[config.mk]
export PLATFORM = sky130hd
export DESIGN_NAME = dmx_1to4_buf
export DESIGN_NICKNAME = d
export VERILOG_FILES = /design/src/rtl/dmx_1to4_buf_pkg.sv /design/src/rtl/dmx_1to4_buf_lane_fifo2.sv /design/src/rtl/dmx_1to4_buf.sv
export SDC_FILE = /design/constraint.sdc
export NUM_CORES = 1
export LEC_CHECK = 0
export ABC_CLOCK_PERIOD_IN_PS = 1800
export CAP_MARGIN = 20
export CORE_ASPECT_RATIO = 1.4
export CORE_MARGIN = 10
export CORE_UTILIZATION = 50
export DETAILED_ROUTE_END_ITERATION = 10
export PLACE_DENSITY = 0.75
export SLEW_MARGIN = 20
export SYNTH_ARGS = -nofsm -noshare
export SYNTH_HDL_FRONTEND = slang
export SYNTH_HIERARCHICAL = 1
export SYNTH_SLANG_ARGS = --single-unit
[constraint.sdc]
create_clock -name i_clk -period 1.8 [get_ports i_clk]
set_clock_uncertainty 0.05 [all_clocks]
set_input_delay 0.36 -clock i_clk [delete_from_list [all_inputs] [get_ports i_clk]]
set_output_delay 0.36 -clock i_clk [all_outputs]
set_load 0.02 [all_outputs]
[src/rtl/dmx_1to4_buf_pkg.sv]
// Shared constants for the 1-to-4 buffered demux: lane count, selector width and lane encodings.
package dmx_1to4_buf_pkg;

    localparam int NB_SEL_DEF = 2;
    localparam int NUM_LANES  = 2 ** NB_SEL_DEF;

    typedef enum logic [NB_SEL_DEF-1:0] {
        LANE_A = 2'b00,
        LANE_B = 2'b01,
        LANE_C = 2'b10,
        LANE_D = 2'b11
    } lane_e;

    function automatic logic [NUM_LANES-1:0] sel_onehot(input logic [NB_SEL_DEF-1:0] sel);
        logic [NUM_LANES-1:0] oh;
        oh = '0;
        oh[sel] = 1'b1;
        return oh;
    endfunction

endpackage

[src/rtl/dmx_1to4_buf_lane_fifo2.sv]
// Two-entry FIFO lane, valid/ready on both sides; 1-cycle latency, no pass-through.
// push_rdy drops when full even if a pop happens the same cycle; head holds its last value when empty.
module lane_fifo2 #(
    parameter int NB_DATA = 32
) (
    input  logic               clk,
    input  logic               rst_n,
    input  logic               push_vld,
    output logic               push_rdy,
    input  logic [NB_DATA-1:0] push_dat,
    output logic               pop_vld,
    input  logic               pop_rdy,
    output logic [NB_DATA-1:0] pop_dat,
    output logic               full
);

    logic [NB_DATA-1:0] mem [2];
    logic               wr_ptr;
    logic               rd_ptr;
    logic [1:0]         count;
    logic               push_ok;
    logic               pop_ok;

    assign full     = (count == 2'd2);
    assign pop_vld  = (count != 2'd0);
    assign push_rdy = ~full;
    assign push_ok  = push_vld & push_rdy;
    assign pop_ok   = pop_vld & pop_rdy;

    // When empty, the slot behind rd_ptr still holds the word that was popped last.
    assign pop_dat = pop_vld ? mem[rd_ptr] : mem[~rd_ptr];

    always_ff @(posedge clk or negedge rst_n) begin
        if (!rst_n) begin
            mem[0] <= '0;
            mem[1] <= '0;
            wr_ptr <= 1'b0;
            rd_ptr <= 1'b0;
            count  <= 2'd0;
        end else begin
            if (push_ok) begin
                mem[wr_ptr] <= push_dat;
                wr_ptr      <= ~wr_ptr;
            end
            if (pop_ok) begin
                rd_ptr <= ~rd_ptr;
            end
            case ({push_ok, pop_ok})
                2'b10:   count <= count + 2'd1;
                2'b01:   count <= count - 2'd1;
                default: count <= count;
            endcase
        end
    end

endmodule

[src/rtl/dmx_1to4_buf.sv]
// Routes one input word to one of four 2-entry lane FIFOs chosen by i_sel; 1-cycle latency.
// o_ready reflects only the selected lane's full flag; each lane drains independently on i_ready.
module dmx_1to4_buf
    import dmx_1to4_buf_pkg::*;
#(
    parameter int NB_DATA = 32,
    parameter int NB_SEL  = NB_SEL_DEF
) (
    input  logic                 i_clk,
    input  logic                 i_rst_n,
    input  logic [NB_DATA-1:0]   i_data,
    input  logic [NB_SEL-1:0]    i_sel,
    input  logic                 i_valid,
    output logic                 o_ready,
    output logic [NB_DATA-1:0]   o_data_a,
    output logic [NB_DATA-1:0]   o_data_b,
    output logic [NB_DATA-1:0]   o_data_c,
    output logic [NB_DATA-1:0]   o_data_d,
    output logic [NUM_LANES-1:0] o_valid,
    input  logic [NUM_LANES-1:0] i_ready,
    output logic [NUM_LANES-1:0] o_full
);

    logic [NUM_LANES-1:0] sel_oh;
    logic [NUM_LANES-1:0] push_vld;
    logic [NUM_LANES-1:0] push_rdy;
    logic [NB_DATA-1:0]   lane_dat [NUM_LANES];

    assign sel_oh   = sel_onehot(i_sel);
    assign push_vld = sel_oh & {NUM_LANES{i_valid}};
    assign o_ready  = push_rdy[i_sel];

    for (genvar k = 0; k < NUM_LANES; k++) begin : g_lane
        lane_fifo2 #(
            .NB_DATA (NB_DATA)
        ) u_lane (
            .clk      (i_clk),
            .rst_n    (i_rst_n),
            .push_vld (push_vld[k]),
            .push_rdy (push_rdy[k]),
            .push_dat (i_data),
            .pop_vld  (o_valid[k]),
            .pop_rdy  (i_ready[k]),
            .pop_dat  (lane_dat[k]),
            .full     (o_full[k])
        );
    end

    assign o_data_a = lane_dat[LANE_A];
    assign o_data_b = lane_dat[LANE_B];
    assign o_data_c = lane_dat[LANE_C];
    assign o_data_d = lane_dat[LANE_D];

endmodule

==> metrics.yaml <==
synthesis:
  mappedNetlistArea_um2: 12610
  synth.distinct_cells: 22
  synthesis.yosys.warnings: 6
  top_cell_type_by_total_area_after_synthesis: "dfrtp_1"
  netlist_instances: 761
  mapped_nets: 806
  sequential_area_share_after_synthesis_pct: 53.96
  total_of_flip_flops_plus_latches_after_synthesis: 272
  synth.top_cell.area_share_pct: 53.96
  avgSynthCellArea_um2: 16.58
  netlist_top_cells_area: "dfrtp_1, mux2_2, mux2_4"
routing:
  routed_wirelength_um: 35750
  met2RoutedLength_um: 18160
  m1WireLength_um: 14590
  postRouteAntennaNets: 0
  routed-wl-met3_um: 2031
  vias_per_cell: 5.497
  routed_wire_length_per_instance_um: 26.13
  vias: 7520
  top_layer_used: "met4"
  drcViolationCount: 0
  drt_first_pass_iters: 4
  dr.first_iter.drc_count: 392
floorplanning:
  floorplan.die.width_um: 154.2
  fp-row-count: 68
  die-area_um2: 32070
  start_util_pct: 50.95
  coreArea_um2: 24760
  io-pin-count: 178
  die_h_um: 207.9
setup_path:
  critical_path.reg2reg.startpoint: "g_lane[1].u_lane/count[1]$_DFFE_PN0P_"
  r2r_slack_ns: -0.20
  critical_path.endpoint_type: "primary output"
  crit_start: "g_lane[1].u_lane/count[0]$_DFFE_PN0P_"
  worst_path_most_repeated_cell: "buf_6"
  crit_type: "reg -> out"
  critical_path.slowest_cell: "dfrtp_1"
  worstPathBufferInverterCount: 3
  worst_ep_required_time_ns: 1.39
  crit_arrival_ns: 2.18
  timing.critical_path.fanout_max: 5
  setup.worst_path.start_class: "flip-flop"
  r2r_path_end: "g_lane[1].u_lane/mem[57]$_DFFE_PN0P_"
  worst_r2r_path_depth: 9
  cpLargestDelayFamily: "buffers and inverters"
  crit_path_cell_trace: "or2_4, xor2_4, buf_6, buf_16, mux2_4, buf_6"
  max_stage_delay_ns: 0.39
placement:
  buffers_on_ports: 177
  detailed_place_hpwl_um: 20720
  place_congestion: 0.7652
global_route:
  maximum_number_of_pins_on_one_net_before_global_route_repair: 57
  global_route_wire_length_before_repair_um: 50610
  grt_pass1_vias: 8252
  overflow: 0
  antenna_found_initial: 1
  grtUsageTotal_pct: 19.85
clock_tree:
  ctsRootBufferMaster: "clkbuf_16"
  clock_tree.buffer_depth: 3
  worstSkewPairLatency_ns: 0.53
  cts_inserted_buffers: 27
  cts.sinks: 272
  tritoncts_clock_tree: "built"
  worst_path_clk_slew_ns: 0.07
  htree_num_levels: 1
power_and_ir_drop:
  powerDensity_nw_per_um2: 2581
  leakage_power_nw: 8.217
  vdd_drop_max_mv: 1.913
  p_total_w: 0.04542
cells_and_area:
  finalNetCount: 1079
  final_cell_mix: "mux2_4, dfrtp_1, buf_6"
  final_common_cell: "mux2_4"
  layout-drive-gt1-share_pct: 67.11
  final-seq-area_um2: 6807
  total_area_of_multi_input_combinational_cells_um2: 6095
  fill_cells: 1538
  area_growth_syn_to_layout_pct: 39.52
  final_core_util_pct: 71.08
sta:
  finalSetupTns_ns: -108.39
  hold_viol_final: 0
  timing.final.max_slew_violations: 0
  grt_setup_unrepaired: "true"
  max_clock_freq_mhz: 385.7
  final.hold.worst_slack_ns: 0.2537
  final-setup-viol-count: 304
  finalCriticalPeriod_ns: 2.593
  post-route-period-util_pct: 144.1
  final.setup.worst_slack_ns: -0.7930
  timing.max_slew.rel_slack_pct: 70.22
  tightestPinTransition_ns: 0.4453
flow_run:
  cap_viol_max_count: 0
min_path:
  hold_class: "in -> async"
outcome:
  status: "finished with violations"
  violated_checks: "negative setup slack"
## synthesized netlist by cell type
cell type / count
nor2_1: 4
xnor2_1: 12
mux2_4: 120
dfrtp_1: 272
nor3b_2: 4
buf_6: 28
and3_2: 1
nor2b_4: 4
inv_2: 4
and2_1: 4
nor3b_1: 1
ha_1: 4
or2_4: 4
buf_4: 12
mux2_1: 8
xor2_1: 8
mux2_2: 256
and3_1: 4
and3b_2: 2
xor2_4: 4
nand2_1: 4
mux4_2: 1
## final cells by class
| type | instances | area share, % |
|---|---|---|
| flip-flops and latches | 272 | 38.67 |
| multi-input cells | 445 | 34.63 |
| repair buffers | 284 | 19.26 |
| clock buffers | 33 | 4.195 |
| well taps | 315 | 2.239 |
| clock inverters | 14 | 0.9029 |
| inverters | 4 | 0.08531 |
| diodes | 1 | 0.01422 |
## per-stage QoR
stage	setup WS, ns	std cells	area (um^2)
floorplan	-0.1065	761	12650
global placement	-0.6299	1277	15230
detailed placement	-0.6476	1277	15230
CTS	-0.8155	1353	16720
global route	-0.8477	1368	17600
finish	-0.7930	1368	17600
## what timing repair did
item                                    4_1_cts  5_1_grt
endpoints found under the hold margin        38        0
gates resized for setup                     816      177
endpoints found under the setup margin      202      342
buffers inserted                             22       15
pin swaps                                     2       11
gates cloned                                 10       11
hold buffers                                  1        0
## power breakdown
| part | leakage, nW | internal (W) | total, W | switching, W |
|---|---|---|---|---|
| Combinational | 4.49 | 0.0164 | 0.0285 | 0.0121 |
| Sequential | 3.28 | 0.00919 | 0.0112 | 0.00198 |
| Clock | 0.447 | 0.00335 | 0.00576 | 0.00241 |
| Total | 8.22 | 0.0289 | 0.0454 | 0.0165 |
## registers in the layout, indices dropped and copies added, names as in the netlist
name,cells
g_lane.u_lane/rd_ptr,4
g_lane.u_lane/count,8
g_lane.u_lane/wr_ptr,4
g_lane.u_lane/mem,256
## cells by family after synthesis
kind of cell,share of synthesized area (%)
xor+xnor,2.262
fa+ha+maj,0.3968
buf+inv,3.333
flops,53.96
mux,38.03
simple gates,2.023
## how the worst max path moves through the flow
stage                    to  cells after the start
4_1_cts         o_data_a[3]                      7
3_5_place_dp   o_data_c[16]                      5
3_3_place_gp   o_data_c[16]                      5
2_1_floorplan  o_data_a[10]                      4
6_report       o_data_b[12]                      6
5_1_grt        o_data_b[11]                      6
## worst register-to-register path, stage by stage (launching register included)
cell,delay (ns)
dfrtp_1,0.40
buf_6,0.12
buf_6,0.11
nor2b_4,0.12
buf_6,0.11
nor3b_4,0.21
buf_6,0.16
buf_6,0.13
clkbuf_16,0.17
mux2_4,0.30
## layer usage
layer / track usage, % / vias up
li1: - / 3241
met1: 25.02 / 4005
met2: 34.31 / 222
met3: 3.736 / 52
met4: 4.591 / 0
met5: 0 / -
(Power assumes the default switching activity.)
